--- src/rtl/periferico_es.sv ---
// Memory-mapped I/O peripheral: output latch, synchronized input with change detect,
// optional down-counting timer (enabled by defining PERIFERICO_ES_TIMER_EN), coded interrupts.
module periferico_es #(
  parameter logic [15:0] BASE = 16'h0000
) (
  input  logic        clk,
  input  logic        reset,
  input  logic        enable,
  input  logic        rd,
  input  logic        wr,
  input  logic [15:0] dir,
  input  logic [7:0]  datoEntrada,
  output logic [7:0]  datoSalida,
  input  logic [7:0]  entradaExterna,
  output logic [7:0]  salidaExterna,
  output logic [2:0]  interrupciones
);

  localparam logic [2:0] OFS_SALIDA  = 3'd0;
  localparam logic [2:0] OFS_ENTRADA = 3'd1;
  localparam logic [2:0] OFS_RECARGA = 3'd2;
  localparam logic [2:0] OFS_CTRL    = 3'd3;
  localparam logic [2:0] OFS_ESTADO  = 3'd4;
  localparam logic [2:0] OFS_CUENTA  = 3'd5;

  // Bus access: enable qualifies dir; wr commits on the clock edge, rd without wr
  // returns data combinationally in the same cycle. There is no wait state.
  logic       hit;
  logic       writeHit;
  logic       readHit;
  logic [2:0] offset;

  assign hit      = enable && (dir[15:3] == BASE[15:3]);
  assign writeHit = hit && wr;
  assign readHit  = hit && rd && !wr;
  assign offset   = dir[2:0];

  logic [7:0] salida;
  logic [7:0] sync1;
  logic [7:0] sync2;
  logic [7:0] sync3;
  logic       ctrlIn;
  logic [1:0] estado;
  logic [1:0] estadoNext;
  logic [1:0] queue;
  logic [1:0] queueNext;
  logic [1:0] rise;
  logic [1:0] issue;
  logic [1:0] w1c;
  logic [2:0] irqReg;
  logic [2:0] irqNext;
  logic       inputSet;

  logic       timerSet;
  logic [7:0] recargaRd;
  logic [7:0] cuentaRd;
  logic [2:0] ctrlTimer;

  assign inputSet = (sync2 != sync3);

`ifdef PERIFERICO_ES_TIMER_EN
  logic [7:0] recarga;
  logic [7:0] cuenta;
  logic [2:0] ctrlT;

  always_ff @(posedge clk or posedge reset) begin
    if (reset) begin
      recarga <= 8'h00;
      cuenta  <= 8'h00;
      ctrlT   <= 3'b000;
    end else begin
      // A RECARGA write restarts the count even while the timer runs.
      if (writeHit && offset == OFS_RECARGA) begin
        recarga <= datoEntrada;
        cuenta  <= datoEntrada;
      end else if (ctrlT[0]) begin
        cuenta <= (cuenta == 8'h00) ? recarga : cuenta - 8'd1;
      end
      if (writeHit && offset == OFS_CTRL) begin
        ctrlT <= datoEntrada[2:0];
      end else if (ctrlT[0] && cuenta == 8'h00 && !ctrlT[2]) begin
        ctrlT[0] <= 1'b0;
      end
    end
  end

  assign timerSet  = ctrlT[0] && (cuenta == 8'h00);
  assign recargaRd = recarga;
  assign cuentaRd  = cuenta;
  assign ctrlTimer = ctrlT;
`else
  assign timerSet  = 1'b0;
  assign recargaRd = 8'h00;
  assign cuentaRd  = 8'h00;
  assign ctrlTimer = 3'b000;
`endif

  // Bit 0 = timer, bit 1 = input change. A queued event lives only while its pending bit does.
  always_comb begin
    w1c        = (writeHit && offset == OFS_ESTADO) ? datoEntrada[1:0] : 2'b00;
    estadoNext = (estado & ~w1c) | {inputSet, timerSet};
    rise       = estadoNext & ~estado & {ctrlIn, ctrlTimer[1]};
    issue[0]   = queue[0] && estadoNext[0];
    issue[1]   = queue[1] && estadoNext[1] && !issue[0];
    queueNext  = ((queue & ~issue) | rise) & estadoNext;
    irqNext    = 3'b000;
    if (issue[0]) begin
      irqNext = 3'b001;
    end else if (issue[1]) begin
      irqNext = 3'b010;
    end
  end

  always_ff @(posedge clk or posedge reset) begin
    if (reset) begin
      salida <= 8'h00;
      ctrlIn <= 1'b0;
      sync1  <= 8'h00;
      sync2  <= 8'h00;
      sync3  <= 8'h00;
      estado <= 2'b00;
      queue  <= 2'b00;
      irqReg <= 3'b000;
    end else begin
      sync1  <= entradaExterna;
      sync2  <= sync1;
      sync3  <= sync2;
      estado <= estadoNext;
      queue  <= queueNext;
      irqReg <= irqNext;
      if (writeHit && offset == OFS_SALIDA) salida <= datoEntrada;
      if (writeHit && offset == OFS_CTRL) ctrlIn <= datoEntrada[3];
    end
  end

  always_comb begin
    datoSalida = 8'h00;
    if (readHit) begin
      case (offset)
        OFS_SALIDA:  datoSalida = salida;
        OFS_ENTRADA: datoSalida = sync2;
        OFS_RECARGA: datoSalida = recargaRd;
        OFS_CTRL:    datoSalida = {4'h0, ctrlIn, ctrlTimer};
        OFS_ESTADO:  datoSalida = {6'h00, estado};
        OFS_CUENTA:  datoSalida = cuentaRd;
        default:     datoSalida = 8'h00;
      endcase
    end
  end

  assign salidaExterna  = salida;
  assign interrupciones = irqReg;

endmodule

--- config.mk ---
export PLATFORM = sky130hd
export DESIGN_NAME = periferico_es
export DESIGN_NICKNAME = d
export VERILOG_FILES = /design/src/rtl/periferico_es.sv
export SDC_FILE = /design/constraint.sdc
export NUM_CORES = 1
export LEC_CHECK = 0
export CORE_MARGIN = 5
export CORE_UTILIZATION = 47
export DETAILED_ROUTE_END_ITERATION = 8
export GPL_ROUTABILITY_DRIVEN = 0
export MAX_ROUTING_LAYER = met4
export PLACE_DENSITY = 0.89
export SKIP_CTS_REPAIR_TIMING = 1
export SKIP_LAST_GASP = 1
export SYNTH_ARGS = -nofsm -noshare
export SYNTH_HDL_FRONTEND = slang
export SYNTH_SLANG_ARGS = --single-unit
export TNS_END_PERCENT = 30
--- constraint.sdc ---
create_clock -name clk -period 3.9 [get_ports clk]
set_clock_uncertainty 0.1 [all_clocks]
set_input_delay 0.78 -clock clk [delete_from_list [all_inputs] [get_ports clk]]
set_output_delay 0.78 -clock clk [all_outputs]
set_load 0.005 [all_outputs]
# Word level (Yosys, flattened, before mapping)

Index checks and enable logic that the tools add are counted.

Flip-flop bits (word level): 40
Bits of input ports: 37
Logic and storage cells: 41

Reductions and logical operators: 14
Bitwise logic cells: 10
Multiplexer cells: 5
Equal/unequal tests: 4

Operators with widths:

| operator             | number |
|---|---|
| $pmux W8 S4          | 1 |
| $logic_not A13 Y1    | 1 |
| $and A2 B2 Y2        | 5 |
| $logic_and A1 B1 Y1  | 10 |
| $mux W8              | 1 |
| $ne A8 B8 Y1         | 1 |
| $mux W2              | 3 |
| $not A2 Y2           | 3 |
| $or A2 B2 Y2         | 2 |
| $eq A3 B1 Y1 const B | 1 |
| $eq A3 B2 Y1 const B | 1 |
| $eq A3 B3 Y1 const B | 1 |
| $logic_not A3 Y1     | 1 |
| $logic_not A1 Y1     | 2 |

# Logic depth before layout (Yosys ltp)

Gate-level depths: netlist of run 1.

Depth after elaboration: 15
Gate-level depth with buffers: 6
Depth with buffers taken out: 5

# Least setup slack after synthesis of run 1

OpenSTA, ideal clock, no wires.

Path type: input -> output
From: input port dir[0]
To: output port datoSalida[2]
Stages on the path: 5
Arrival: 1.916 ns
Setup slack: 1.104 ns
Cell sequence: clkbuf_1 > mux2i_1 > nand3_1 > or3_1 > nor2_1

Cells in the longest elaborated chain, start to end: 3
Elaborated cells between the ends (all ways): 6

RTL lines:

| item                                 | line | text |
|---|---|---|
| start, declared                      | 11   | `input logic [15:0] dir,` |
| $eq A3 B3 Y1 (tied with other cells) | 139  | `case (offset)` |
| $pmux W8 S4 (*)                      | 139  |  |
| $mux W8 (*)                          | 138  | `if (readHit) begin` |
| end, declared                        | 13   | `output logic [7:0] datoSalida,` |

Mark *: on every way between the ends. The rest lies on a longest branch, timed or not.

# Worst setup path after layout of run 1

From: input port dir[7]
To: output port datoSalida[7]

Cells in the longest elaborated chain, start to end: 5

RTL lines:

| item                             | line | text |
|---|---|---|
| $logic_not A13 Y1                | 33   | `assign hit = enable && (dir[15:3] == BASE[15:3]);` |
| $logic_and A1 B1 Y1              | 33   |  |
| $logic_and A1 B1 Y1 (2 in a row) | 35   | `assign readHit = hit && rd && !wr;` |
| $mux W8                          | 138  |  |

No other way between the ends.

==> run_results.csv, run 1 <==
group,metric,value,unit
cells_and_area,regArea,975.9,um2
global_route,grt_overflow_total,0,
cells_and_area,finalNetCount,213,
global_route,grt_pass1_wl,5457,um
sta,fin_setup_tns,0,ps
synth,syn_area,0.001584,mm2
setup_path,arrival,2850,ps
run,maxCapViolCount,0,
detailed_routing,vias,1106,
cells_and_area,area_growth,43.21,%
cells_and_area,final_area,0.002268,mm2
global_route,grt_pass1_vias,1237,
clocking,cts_buffers,5,
setup_path,cp-start-kind,"input pin",
cells_and_area,final_layout_size_suffix_gt1_share,16.38,%
detailed_routing,first_pass_iters,2,
clocking,clk_latency,340,ps
pwr,power_density,323.1,mW/mm2
global_route,grt_max_degree,40,
floorplanning,io_pins,56,
setup_path,crit_fanout,5,
global_route,grtUsageTotal,16.53,%
floorplanning,start_util,47.85,%
clocking,cts.reportedPaths.clkPinSlew,110,ps
synth,async_flop_share,100.0,%
synth,synth_ff_type,"dfrtp_1",
sta,max_slew_margin,56.55,%
placed_design,place_area,0.002196,mm2
pwr,vdd_drop_max,0.2362,mV
sta,rsz0062_at_grt,"false",
detailed_routing,route.detailed.drc,0,
global_route,grt_antenna_before_repair,0,
clocking,htreeDepth,2,
sta,min_period,3735,ps
synth,yosysSeqAreaShare,61.61,%
sta,layout_worst_path_cycle_share,95.76,%
sta,slew_violations,0,
floorplanning,core_area,0.003311,mm2
sta,worst_hold_slack,258.5,ps
setup_path,endpoint_kind,"output port",
cells_and_area,diodes,0,
min_path,hp-class,"reg -> reg",
pwr,leakage,0.0009594,uW
placed_design,dpl.hpwl,2639,um
placed_design,io_buffers,54,
setup_path,rrSetupSlack,2460,ps
sta,max_freq,267.8,MHz
synth,syn_inst,114,
clocking,cts_buffer_depth,2,
clocking,clock_tree.root_cell,"clkbuf_4",
setup_path,critical_path_class,"in -> out",
sta,setup_violations,0,
synth,ys_warn_count,0,
floorplanning,rows,21,
detailed_routing,via_per_inst,4.960,
detailed_routing,routedWlPerCell,15.34,um
floorplanning,dieArea,0.004631,mm2
cells_and_area,multi_input_comb_area,584.3,um2
sta,finalHoldViolCount,0,
floorplanning,dieWidth,68.06,um
synth,syn_avg_cell_area,13.89,um2
detailed_routing,routed_wl,3420,um
synth,ys_seq_elements,39,
sta,worst_slew_pin_slew,646.9,ps
detailed_routing,ant_nets,0,
clocking,clock-sinks,39,
floorplanning,die_y,68.06,um
detailed_routing,drt_iter0_drc,50,
synth,synth-edff-count,0,
cells_and_area,fill_cells,247,
setup_path,crit_required,3020,ps
clocking,cts_tree,"done",
synth,yosysUniqueCellTypes,30,
run_status,status,"finished, final reports clean",
pwr,total_power,732.9,uW
-- worst max-delay path: stages --
cell,delay (ps)
clkdlybuf4s50_1,440
nor4_4,370
nand4_4,130
or3_1,450
nor2_1,170
clkdlybuf4s50_1,520
-- placed cells by master (no fill, tap or decap), types with 3 or more instances in the layout --
cell type	instances
clkdlybuf4s50_1	54
dfrtp_1	39
mux2i_1	9
nor2_1	9
mux2_2	9
xnor2_1	8
nand2_1	5
clkbuf_4	5
nor3_1	4
buf_4	4
nor4_4	3
-- per-layer routing --
metal	vias to the layer above	global-route usage (%)	share of wire, %
li1	514	-	-
met1	534	19.06	41
met2	56	27.68	49
met3	2	4.926	9.4
met4	0	5.211	0.58
met5	-	-	0
-- cell families after synthesis --
group | share of synthesized area, %
buffers and inverters | 1.738
AND/OR/NAND/NOR | 17.38
flip-flops | 61.61
other | 0.2367
XOR/XNOR | 4.424
multiplexers | 12.09
AO/OA/AOI/OAI | 2.528
-- synth_stat cells (all sizes together) (2+ instances only) --
cell	count	area, um2
dfrtp	39	975.9
mux2	9	101.4
mux2i	9	90.09
nor2	9	33.78
xnor2	8	70.07
nand2	5	18.77
nor3	5	30.03
nor4	4	70.07
nand4	3	33.78
a21oi	2	10.01
buf	2	12.51
clkbuf	2	7.510
inv	2	7.510
nand3	2	10.01
nor2b	2	12.51
-- registers in the layout, indices dropped and copies added, names as in the netlist --
| name | cells |
|---|---|
| salidaExterna | 8 |
| interrupciones | 2 |
| estado | 2 |
| sync1 | 8 |
| ctrlIn | 1 |
| queue | 2 |
| sync3 | 8 |
| sync2 | 8 |
-- layout make-up --
type	instances	share of cell area (%)
clock buffer	7	2.868
multi-input combinational	70	25.76
clock inverter	1	0.3309
inverter	2	0.3309
sequential	39	43.02
timing repair buffer	58	25.15
tap	46	2.537
-- worst paths after layout --
| path | startpoint | cells past startpoint | end |
|---|---|---|---|
| setup / recovery | dir[7] | 6 | datoSalida[7] |
| hold / removal | sync1[0] | 0 | sync2[0] |
| setup reg to reg | sync2[3] | 5 | queue[1] |
| hold reg to reg | sync1[0] | 0 | sync2[0] |
| max in group asynchronous | reset | 3 | estado[0] |
| min in group asynchronous | reset | 3 | sync1[7] |
-- report_power, final --
| group | internal (uW) | switching, uW |
|---|---|---|
| sequential | 417 | 7.42 |
| combinational | 46.9 | 31.2 |
| clock | 105 | 125 |
-- per-stage QoR --
step	setup WS [ps]	util (%)	instances
floorplan	1104	-	115
global placement	256.8	66.33	215
detailed placement	168.6	66.33	215
CTS	152.4	68.52	223
global route	87.83	68.52	223
finish	165.2	68.52	223
Note: power is estimated with default switching activity, not from simulation.
==> run 2, diff against run 1 <==
--- a/config.mk
+++ b/config.mk
@@ -6,11 +6,11 @@
 export NUM_CORES = 1
 export LEC_CHECK = 0
 export CORE_MARGIN = 5
-export CORE_UTILIZATION = 47
+export CORE_UTILIZATION = 35
 export DETAILED_ROUTE_END_ITERATION = 8
 export GPL_ROUTABILITY_DRIVEN = 0
 export MAX_ROUTING_LAYER = met4
-export PLACE_DENSITY = 0.89
+export PLACE_DENSITY = 0.71
 export SKIP_CTS_REPAIR_TIMING = 1
 export SKIP_LAST_GASP = 1
 export SYNTH_ARGS = -nofsm -noshare
==> run 2 against run 1 <==
Compared with the run above: worst setup slack improved by 47 ps; combinational power down 0.5%; non-clock buffer count is the same; wire length shrank 2.1%; global-route usage fell by 4.1 points; register-to-register slack better by 30 ps; first-iteration DRC count fell by 48%; sequential cell count is the same; sequential share of layout area down 0.97 points; sequential power is essentially flat; cell count up 2.7%; critical path depth unchanged; largest power group unchanged.
==> run_results.csv, run 2 (synthesis gave the netlist of run 1 again) <==
group,metric,value,unit
clocking,clock-sinks,39,
clocking,clock_tree.root_cell,"clkbuf_8",
floorplanning,start_util,36.13,%
clocking,clk_latency,280,ps
detailed_routing,ant_nets,0,
global_route,grtUsageTotal,12.44,%
clocking,cts.reportedPaths.clkPinSlew,70,ps
sta,worst_slew_pin_slew,734.4,ps
global_route,grt_pass1_vias,1257,
floorplanning,die_y,77.28,um
cells_and_area,fill_cells,368,
detailed_routing,routed_wl,3349,um
setup_path,crit_fanout,5,
global_route,grt_pass1_wl,5747,um
detailed_routing,first_pass_iters,4,
floorplanning,io_pins,56,
cells_and_area,multi_input_comb_area,584.3,um2
cells_and_area,finalNonFillerCells,229,
run,maxCapViolCount,0,
pwr,leakage,0.0009830,uW
setup_path,crit_required,3020,ps
setup_path,setup.worst_path.start,"dir[7]",
pwr,power_density,362.1,mW/mm2
setup_path,endpoint_kind,"output port",
placed_design,io_buffers,54,
detailed_routing,drt_iter0_drc,26,
setup_path,arrival,2810,ps
clocking,htreeDepth,2,
clocking,cts_buffers,5,
detailed_routing,wl_met3,274,um
setup_path,worst_r2r_startpoint,"sync2[3]",
cells_and_area,area_growth,46.52,%
detailed_routing,m1WireLength,1512,um
placed_design,dpl.hpwl,2595,um
detailed_routing,route.detailed.drc,0,
sta,max_slew_margin,50.99,%
sta,max_freq,271.2,MHz
floorplanning,core_area,0.004384,mm2
pwr,vdd_drop_max,0.2330,mV
global_route,grt_max_degree,21,
sta,layout_worst_path_cycle_share,94.56,%
run_status,status,"finished, final reports clean",
global_route,grt_overflow_total,0,
setup_path,cp-endpoint,"datoSalida[2]",
setup_path,rrSetupSlack,2490,ps
min_path,hp-class,"reg -> reg",
floorplanning,rows,24,
cells_and_area,layout.cells.most_common_list,"54 x clkdlybuf4s50_1, 39 x dfrtp_1, 9 x mux2i_1, 9 x nor2_1, 9 x mux2_2",
sta,worst_hold_slack,249.5,ps
detailed_routing,vias,1084,
placed_design,placed_cells,221,
cells_and_area,finalNetCount,213,
sta,min_period,3688,ps
cells_and_area,final_common_cell,"clkdlybuf4s50_1",
detailed_routing,via_per_inst,4.734,
sta,fin_setup_tns,0,ps
detailed_routing,wl_met2,1524,um
setup_path,timing.rr.end,"queue[1]",
global_route,grt_antenna_before_repair,0,
floorplanning,dieArea,0.005971,mm2
cells_and_area,diodes,0,
cells_and_area,regArea,975.9,um2
setup_path,reg2regPathDepth,5,
sta,rsz0062_at_grt,"false",
cells_and_area,final_layout_size_suffix_gt1_share,16.38,%
sta,finalHoldViolCount,0,
floorplanning,dieWidth,77.28,um
setup_path,critical_path_class,"in -> out",
sta,slew_violations,0,
sta,setup_violations,0,
pwr,total_power,840.4,uW
clocking,cts_tree,"done",
detailed_routing,routedWlPerCell,14.62,um
clocking,cts_buffer_depth,2,
detailed_routing,dr.max_layer_used,"met4",
setup_path,cp-start-kind,"input pin",
==> run 2: cell types whose count changed in the layout (fill, tap and decap cells not counted) <==
| cell | before | now |
|---|---|---|
| clkbuf_4 | 5 | 0 |
| clkbuf_8 | 2 | 6 |
| bufinv_16 | 0 | 1 |
| clkinv_2 | 0 | 1 |
| clkinvlp_4 | 1 | 0 |
==> run 2: worst max-delay path, stage by stage <==
cell	delay, ps
clkdlybuf4s50_1	440
nor4_4	360
nand4_4	130
or3_1	430
nor2_1	150
clkdlybuf4s50_1	510
==> run 2: stage by stage <==
| stage | worst slack, ps | area, um2 | utilization, % |
|---|---|---|---|
| after floorplan | 1104 | 1588 | - |
| after global routing | 85.38 | 2321 | 52.94 |
| after global placement | 240.0 | 2203 | 50.26 |
| after CTS | 172.2 | 2321 | 52.94 |
| after detailed placement | 187.1 | 2203 | 50.26 |
| final | 212.2 | 2321 | 52.94 |
==> run 2: worst min-delay path by stage <==
stage | from | to | slack (ps) | cells past startpoint
2_1_floorplan | sync1[0] | sync2[0] | 230 | 0
3_3_place_gp | sync1[2] | sync2[2] | 230 | 0
4_1_cts | sync1[4] | sync2[4] | 250 | 0
6_report | sync1[4] | sync2[4] | 250 | 0
3_5_place_dp | sync1[4] | sync2[4] | 240 | 0
5_1_grt | sync1[4] | sync2[4] | 260 | 0
==> run 2: metal layers <==
| metal | up-vias | track usage, % |
|---|---|---|
| met1 | 507 | 15.00 |
| met5 | - | - |
| met2 | 54 | 18.69 |
| met4 | 0 | 4.811 |
| met3 | 5 | 4.918 |
| li1 | 518 | - |
==> run 2: area by class of cell <==
cell class,instances,share of cell area [%]
inverter,2,0.3234
multi-input combinational,70,25.18
clock buffer,6,3.558
sequential,39,42.05
timing repair buffer,58,24.58
tap,52,2.803
clock inverter,2,1.509
==> run 2: report_power, final <==
group          total (uW)  internal, uW  switching, uW
combinational        77.7          46.9           30.8
clock                 338           207            131
sequential            425           417           7.25
total                 840           671            169
==> run 3, diff against run 2 <==
--- a/config.mk
+++ b/config.mk
@@ -5,11 +5,11 @@
 export SDC_FILE = /design/constraint.sdc
 export NUM_CORES = 1
 export LEC_CHECK = 0
+export CORE_ASPECT_RATIO = 0.9
 export CORE_MARGIN = 5
 export CORE_UTILIZATION = 35
 export DETAILED_ROUTE_END_ITERATION = 8
 export GPL_ROUTABILITY_DRIVEN = 0
-export MAX_ROUTING_LAYER = met4
 export PLACE_DENSITY = 0.71
 export SKIP_CTS_REPAIR_TIMING = 1
 export SKIP_LAST_GASP = 1
==> run 3 against run 2 <==
Compared with the run above: sequential cell count is the same; first-iteration DRC count shrank 58%; total power shrank 10%; sequential power is essentially flat; fmax shrank 1.1%; global-route usage grew 0.15 points; hold slack is essentially flat; critical path type unchanged; largest power group unchanged.
==> run_results.csv, run 3 (synthesis gave the netlist of run 1 again) <==
group,metric,value,unit
run_status,status,"finished, final reports clean",
setup_path,crit_fanout,5,
global_route,grtUsageTotal,12.59,%
pwr,sw_frac_of_total,22.27,%
cells_and_area,layout.cells.most_common_list,"54 x clkdlybuf4s50_1, 39 x dfrtp_1, 9 x mux2i_1, 9 x nor2_1, 9 x mux2_2",
pwr,vdd_drop_max,0.2131,mV
sta,max_slew_margin,55.21,%
pwr,power_density,328.1,mW/mm2
setup_path,arrival,2850,ps
setup_path,crit_required,3020,ps
detailed_routing,first_pass_iters,3,
detailed_routing,route.detailed.drc,0,
global_route,grt_pass1_wl,5568,um
setup_path,crit_chain,"clkdlybuf4s50_1, nor4_4, nand4_4, or3_1, nor2_1, clkdlybuf4s50_1",
setup_path,slowest_delay,520,ps
cells_and_area,area_growth,45.18,%
floorplanning,dieWidth,80.91,um
detailed_routing,routedWlPerCell,14.20,um
run,maxCapViolCount,0,
sta,min_period,3728,ps
detailed_routing,drt_iter0_drc,11,
clocking,cts_buffers,5,
cells_and_area,finish.utilization,51.89,%
clocking,cts.reportedPaths.clkPinSlew,70,ps
sta,layout_worst_path_cycle_share,95.58,%
clocking,clock_tree.root_cell,"clkbuf_8",
clocking,cts_buffer_depth,2,
cells_and_area,final_area,0.002300,mm2
pwr,switching_power,168.0,uW
cells_and_area,finalNonFillerCells,239,
floorplanning,dieArea,0.005973,mm2
global_route,grt_overflow_total,0,
global_route,grt_max_degree,22,
sta,rsz0062_at_grt,"false",
sta,worst_slew_pin_slew,671.0,ps
global_route,grt_antenna_before_repair,0,
placed_design,io_buffers,54,
pwr,p_int,586.5,uW
placed_design,placed_cells,231,
setup_path,cp_slowest_cell,"clkdlybuf4s50_1",
setup_path,critical_path.most_common_cell,"clkdlybuf4s50_1",
floorplanning,die_y,73.82,um
sta,finalHoldViolCount,0,
global_route,grt_pass1_vias,1161,
detailed_routing,via_per_inst,4.536,
floorplanning,start_util,35.74,%
placed_design,place_area,0.002216,mm2
clocking,htreeDepth,2,
cells_and_area,diodes,0,
clocking,cts_tree,"done",
pwr,comb_power_share,10.3,%
floorplanning,rows,23,
setup_path,critical_path_class,"in -> out",
placed_design,dpl.hpwl,2665,um
clocking,clk_latency,280,ps
sta,setup_violations,0,
clocking,clock-sinks,39,
setup_path,cp-start-kind,"input pin",
detailed_routing,vias,1084,
pwr,leakage,0.0009695,uW
cells_and_area,final_layout_size_suffix_gt1_share,16.38,%
pwr,p_seq_share,56.3,%
sta,max_freq,268.3,MHz
setup_path,endpoint_kind,"output port",
sta,fin_setup_tns,0,ps
sta,slew_violations,0,
min_path,hp-class,"reg -> reg",
floorplanning,io_pins,56,
pwr,total_power,754.5,uW
cells_and_area,final_common_cell,"clkdlybuf4s50_1",
pwr,clockPowerShare,33.4,%
detailed_routing,routed_wl,3394,um
cells_and_area,finalNetCount,213,
detailed_routing,ant_nets,0,
floorplanning,core_area,0.004432,mm2
## run 3: cell count changes in the layout (fill, tap and decap cells not counted), sizes merged
| cell | previous run | this run |
|---|---|---|
| bufinv | 1 | 0 |
| clkinv | 1 | 3 |
| clkbuf | 6 | 5 |
## run 3: stage by stage
step,hold slack (ps),worst slack (ps)
finish,249.1,172.4
global placement,234.6,243.4
CTS,250.4,160.5
floorplan,231.2,1104
global route,257.0,13.91
detailed placement,234.7,177.0
## run 3: worst max-delay path: cells and delay by family
kind          cells  cell delay [ps]
buf+inv           2              970
simple gates      4             1090
## run 3: power groups by stage
stage	logic, uW	registers (uW)	clock network [uW]
2_1_floorplan	31.1	431	0
3_3_place_gp	77.9	432	0
3_5_place_dp	79.0	433	0
4_1_cts	79.5	425	259
5_1_grt	85.5	426	273
6_report	77.8	425	252
## run 3: area by class of cell
cell class                      instances  area [um2]
Fill cell                             406        2132
Sequential cell                        39       975.9
Multi-Input combinational cell         70       584.3
Timing Repair Buffer                   58       570.5
Tap cell                               62       77.57
Clock buffer                            5       68.82
Clock inverter                          3       15.01
Inverter                                2       7.507
## run 3: path summary, 6_finish.rpt
kind,startpoint,to,slack (ps),cells after the start
max,dir[7],datoSalida[7],170,6
min,sync1[7],sync2[7],250,0
max reg2reg,sync2[3],queue[1],2520,5
min reg2reg,sync1[7],sync2[7],250,0
max in group asynchronous,reset,estado[1],2190,3
min in group asynchronous,reset,salidaExterna[4],790,2
## run 3: layer usage
metal / track usage (%) / vias to the layer above / share of wire [%]
met5: 0 / - / 0
met1: 14.31 / 513 / 41
li1: - / 513 / -
met4: 5.066 / 0 / 1.3
met3: 4.289 / 7 / 9.5
met2: 21.70 / 51 / 48
